[src/rtl/ram_dma.sv]
// ram_dma: block COPY (RAM to RAM, ascending) and FILL engine driving a single-port RAM.
// A COPY word takes a read cycle then a write cycle; FILL writes one word per cycle.
module ram_dma #(
   parameter int AW  = 8,
   parameter int DW  = 8,
   parameter int RDW = 16
) (
   input  logic           clk,
   input  logic           clr,
   input  logic           start,
   input  logic           mode,
   input  logic [AW-1:0]  src,
   input  logic [AW-1:0]  dst,
   input  logic [AW-1:0]  len,
   input  logic [DW-1:0]  fill_val,
   output logic           busy,
   output logic           done,
   output logic           trunc,
   output logic           ram_rw,
   output logic [AW-1:0]  ram_adrs,
   output logic [DW-1:0]  ram_din,
   input  logic [RDW-1:0] ram_dout
);
   typedef enum logic [2:0] {IDLE, RD, WR, FILL, DONE} state_t;
   state_t state, state_nx;
   logic [AW-1:0] src_ptr, dst_ptr, cnt;
   logic [DW-1:0] dat;

   always_ff @(posedge clk or negedge clr) begin
      if (!clr) begin
         state   <= IDLE;
         src_ptr <= '0;
         dst_ptr <= '0;
         cnt     <= '0;
         dat     <= '0;
         trunc   <= 1'b0;
      end else begin
         state <= state_nx;
         case (state)
            IDLE: if (start) begin
               src_ptr <= src;
               dst_ptr <= dst;
               cnt     <= len;
               dat     <= fill_val;
               trunc   <= 1'b0;
            end
            RD: begin
               dat     <= ram_dout[DW-1:0];
               trunc   <= trunc | (|ram_dout[RDW-1:DW]);
               src_ptr <= src_ptr + 1'b1;
            end
            WR, FILL: begin
               dst_ptr <= dst_ptr + 1'b1;
               cnt     <= cnt - 1'b1;
            end
            default: ;
         endcase
      end
   end

   always_comb begin
      state_nx = state;
      busy     = 1'b0;
      done     = 1'b0;
      ram_rw   = 1'b0;
      ram_adrs = '0;
      ram_din  = '0;
      case (state)
         IDLE: if (start) state_nx = (len == '0) ? DONE : (mode ? FILL : RD);
         RD: begin
            busy     = 1'b1;
            ram_adrs = src_ptr;
            state_nx = WR;
         end
         WR: begin
            busy     = 1'b1;
            ram_rw   = 1'b1;
            ram_adrs = dst_ptr;
            ram_din  = dat;
            state_nx = (cnt == AW'(1)) ? DONE : RD;
         end
         FILL: begin
            busy     = 1'b1;
            ram_rw   = 1'b1;
            ram_adrs = dst_ptr;
            ram_din  = dat;
            state_nx = (cnt == AW'(1)) ? DONE : FILL;
         end
         DONE: begin
            done     = 1'b1;
            state_nx = IDLE;
         end
         default: state_nx = IDLE;
      endcase
   end
endmodule

[config.mk]
export PLATFORM = sky130hd
export DESIGN_NAME = ram_dma
export DESIGN_NICKNAME = d
export VERILOG_FILES = /design/src/rtl/ram_dma.sv
export SDC_FILE = /design/constraint.sdc
export NUM_CORES = 1
export LEC_CHECK = 0
export CAP_MARGIN = 20
export CORE_UTILIZATION = 50
export CTS_CLUSTER_SIZE = 10
export DETAILED_ROUTE_END_ITERATION = 10
export PLACE_DENSITY_LB_ADDON = 0.3
export SLEW_MARGIN = 20
export SYNTH_ARGS = -nofsm -noshare
export SYNTH_HDL_FRONTEND = slang
export SYNTH_SLANG_ARGS = --single-unit
[constraint.sdc]
create_clock -name clk -period 2.6 [get_ports clk]
set_input_delay 0.39 -clock clk [delete_from_list [all_inputs] [get_ports clk]]
set_output_delay 0.39 -clock clk [all_outputs]
set_load 0.02 [all_outputs]
## Word level (Yosys, flattened, before mapping)

Index checks and enable logic that the tools add are counted.

| storage, ports and cells | value |
|---|---|
| bits in registers | 36 |
| input bits | 52 |
| output and inout bits | 20 |
| word-level logic and storage cells | 46 |

| operators by class | value |
|---|---|
| add/subtract/negate cells | 3 |
| equal/unequal tests | 6 |
| multiplexer cells | 21 |
| bitwise operators | 1 |
| reductions and logical operators | 9 |

Operator list:

| kind | count |
|---|---|
| one-hot mux 8 bit (2 select lines) | 5 |
| 2-to-1 mux 8 bit | 5 |
| adder 8 x 1 -> 8 bit, second input constant | 2 |
| 2-to-1 mux 3 bit | 4 |
| one-hot mux 3 bit (4 select lines) | 1 |
| equality test 8 x 1 -> 1 bit, second input constant | 1 |
| zero test 8 bit | 1 |
| OR reduction 8 bit | 1 |
| subtractor 8 x 1 -> 8 bit, second input constant | 1 |
| equality test 3 x 2 -> 1 bit, second input constant | 2 |
| 2-to-1 mux 1 bit | 4 |
| AND reduction 2 bit | 2 |
| nonzero test 2 bit | 2 |
| equality test 3 x 1 -> 1 bit, second input constant | 1 |
| equality test 3 bit, second input constant | 1 |
| zero test 3 bit | 1 |
| OR reduction 3 bit | 1 |
| 2-to-1 mux 2 bit | 1 |
| != test 2 bit, second input constant | 1 |
| one-hot mux 1 bit (2 select lines) | 1 |
| OR reduction 2 bit | 1 |
| bitwise OR 1 bit | 1 |

## Logic depth before layout (Yosys ltp)

| logic depth | value |
|---|---|
| depth after elaboration | 4 |
| mapped depth | 6 |
| gate-level depth less buffers | 5 |

## Worst setup path before layout

No wires, ideal clock.

| timing | value |
|---|---|
| kind | register -> output |
| start point | register state[2] |
| end point | output ram_adrs[2] |
| arrival time | 1.890 ns |
| setup slack | 0.320 ns |
| cell stages (with the launch flop) | 6 |
| buffers on the path | 3 |
| path through | dfrtp_1 -> buf_2 -> or3b_2 -> buf_2 -> clkbuf_1 -> o21ai_0 |

| between the ends | value |
|---|---|
| longest elaborated chain between the ends | 3 |
| elaborated cells between the ends (all ways) | 5 |
| classes of those cells | eq/ne: 3; mux: 1; reduce/logical: 1 |

RTL lines:

| element | line | RTL |
|---|---|---|
| from (decl) | 25 | `state_t state, state_nx;` |
| from (signal assigned) | 38 | `state <= state_nx;` |
| equality test 3 x 2 -> 1 bit | 68 | `case (state)` |
| OR reduction 2 bit (no source line) | - |  |
| one-hot mux 8 bit (2 select lines) (*) | 68 |  |
| to (decl) | 20 | `output logic [AW-1:0] ram_adrs,` |

Mark *: on every way between the ends. The rest lies on a longest branch, timed or not.

## Worst setup path after layout

| timing | value |
|---|---|
| start point | register state[1] |
| end point | output ram_adrs[7] |

Same word-level chain as after synthesis.

==> impl_metrics.ini <==
[worst_setup_path]
cp_max_fo = 5
cp.arrival_ns = 2.08
cp_slowest_cell = clkdlybuf4s50_1
worstPathCellList = or3b_2 > o21ai_0 > clkdlybuf4s50_1
critPathMaxStageDelay_ns = 0.63
crit_type = reg2out
startpoint_type = register
cp.required_ns = 2.21
worst_setup_path_end_kind = output pin

[job]
cap_viol_max_count = 0

[logic_synthesis]
synth_edf_count = 0
yosysMostFrequentCell = dfrtp_1
yosys.area.top_type_share_pct = 41.5
synth_cells = 244
netlist_area_um2 = 2170
synth_nets = 300
ys_top_cells_by_area = dfrtp_1 41%, nand2_1 6.1%, nor2_1 3.3%
synth-main-ff-cell = dfrtp_1
ys_ff_latch = 36
yosys.area.top_type = dfrtp_1
yosysWarningCount = 0
postSynthAreaPerCell_um2 = 8.90
yosysUniqueCellTypes = 48
async_flop_share_pct = 100
synth_seq_area_share_pct = 41.5
ys_top_cells_by_count = 36 x dfrtp_1, 35 x nand2_1, 19 x nor2_1, 11 x a31oi_1, 11 x inv_1

[detailed_routing]
vias = 2171
ant_nets = 0
wire_per_inst_um = 15.4
drcViolationCount = 0
finalWirelength_mm = 5.65
first_iter_violations = 183
dr.pass1.iters = 4
vias_per_cell = 5.90

[global_routing]
grt_start_max_net_pins = 37
grt_pass1_vias = 2018
grt_pass1_wl_mm = 9.08
grt_overflow = 0
antenna_found_initial = 0
track_usage_pct = 26.7

[clock_network]
cts_buffers = 5
cts_buffer_depth = 2
cts-root-buf = clkbuf_8
cts_tree = built
clock_latency_ns = 0.29
cts.sinks = 36
htreeDepth = 2
path_clk_slew_ns = 0.07

[sta]
min_period_over_period_pct = 95.0
clock.fmax_ghz = 0.405
clock-skew-final_ns = 0.00662
tns_ns = 0
relSlewSlack_pct = 45.9
worstMarginPinSlew_ns = 0.812
hold_violations = 0
drv_slew = 0
finalCriticalPeriod_ns = 2.47
final-setup-viol-count = 0
rsz0062_at_grt = no

[layout]
drive_gt1_share_pct = 10.1
antenna_cells = 0
final_area_um2 = 3070
area_delta_synth_final_pct = 41.3
fill_cells = 309
nets = 373

[place]
dp_hpwl_mm = 3.97
routabilityCongestion = 0.843
portBuffers = 71
post_dp_cell_area_um2 = 2950

[floorplanning]
ios = 72
dieArea_um2 = 4610
die_w_um = 67.9
start_util_pct = 53.1
core_um2 = 4090
fp.dieH_um = 67.9
rows = 23

[outcome]
outcome = finished, final reports clean

[min_path]
holdCritPathClass = in2async

[power]
ir_drop_uv = 619
p_leak_uw = 0.00127
power_density_nw_per_um2 = 1110
==> worst max-delay path, delay by kind of cell, from the launching register on <==
family	cells	cell delay (ns)
buf+inv	1	0.63
simple gates	1	0.52
flops	1	0.44
compound gates	1	0.19
==> state kept, by name, indices dropped and copies added, names as in the netlist <==
| register | cells |
|---|---|
| state | 3 |
| src_ptr | 8 |
| trunc | 1 |
| cnt | 8 |
| dat | 8 |
| dst_ptr | 8 |
==> worst paths after layout <==
kind	slack (ns)	cells after the start	from	endpoint
worst max-delay path	0.13	3	state[1]	ram_adrs[7]
worst min-delay path	0.18	1	clr	dst_ptr[5]
worst max register to register	0.75	3	cnt[2]	state[1]
worst min register to register	0.48	1	trunc	trunc
max in group asynchronous	1.90	1	clr	dat[0]
min in group clk	0.48	1	trunc	trunc
==> placed cells by master, fill, tap and decap left out, types with 4 or more instances in the layout <==
cell type,count
nor2_1,19
clkbuf_8,6
inv_1,10
nor4_1,8
and2_1,8
a31oi_1,11
dfrtp_1,36
clkdlybuf4s50_1,69
nand3_1,7
o21ai_0,6
a21oi_1,6
ha_1,4
o311ai_0,4
nand2_1,35
buf_4,11
mux2i_1,6
a211oi_1,6
nor3_1,9
==> per-layer routing <==
metal,vias up,share of wire (%),track usage [%]
met5,-,0,0
met4,0,1.0,8.07
met3,8,6.5,6.50
met2,86,48,43.8
met1,1024,45,34.6
li1,1053,-,-
==> cell families after synthesis <==
family	synth area share, %
buffers and inverters	5.24
flip-flops	41.5
adder cells (fa/ha/maj)	2.31
AO/OA/AOI/OAI	19.9
multiplexers	3.29
AND/OR/NAND/NOR	27.7
==> layout make-up <==
class	count	area (um2)	area share, %
Clock buffer	8	90.1	2.94
Inverter	11	45.0	1.47
Multi-Input combinational cell	180	1160	37.8
Sequential cell	36	901	29.4
Tap cell	50	62.6	2.04
Timing Repair Buffer	83	811	26.4
==> timing repair <==
action | in CTS | in global routing
setup endpoints to repair | 15 | 2
hold buffers | 0 | 0
pin swaps | 0 | 0
setup buffers | 3 | 0
gates resized for setup | 1 | 2
==> power by group <==
group | internal, uW | switching [uW]
clock network | 216 | 203
registers | 836 | 281
logic | 929 | 955
total | 1980 | 1440
==> through the flow <==
step / utilization (%) / power (uW) / hold slack [ns] / instances / worst slack (ns)
after floorplan: - / 2230 / 0.0944 / 244 / 0.320
after global placement: 72.1 / 2900 / 0.459 / 357 / 0.334
after detailed placement: 72.1 / 2970 / 0.469 / 357 / 0.255
after CTS: 75.0 / 3430 / 0.205 / 368 / 0.107
after global routing: 75.1 / 3690 / 0.247 / 368 / 0.0330
final: 75.1 / 3420 / 0.180 / 368 / 0.130
No activity file was read; power rests on OpenSTA's default activity.
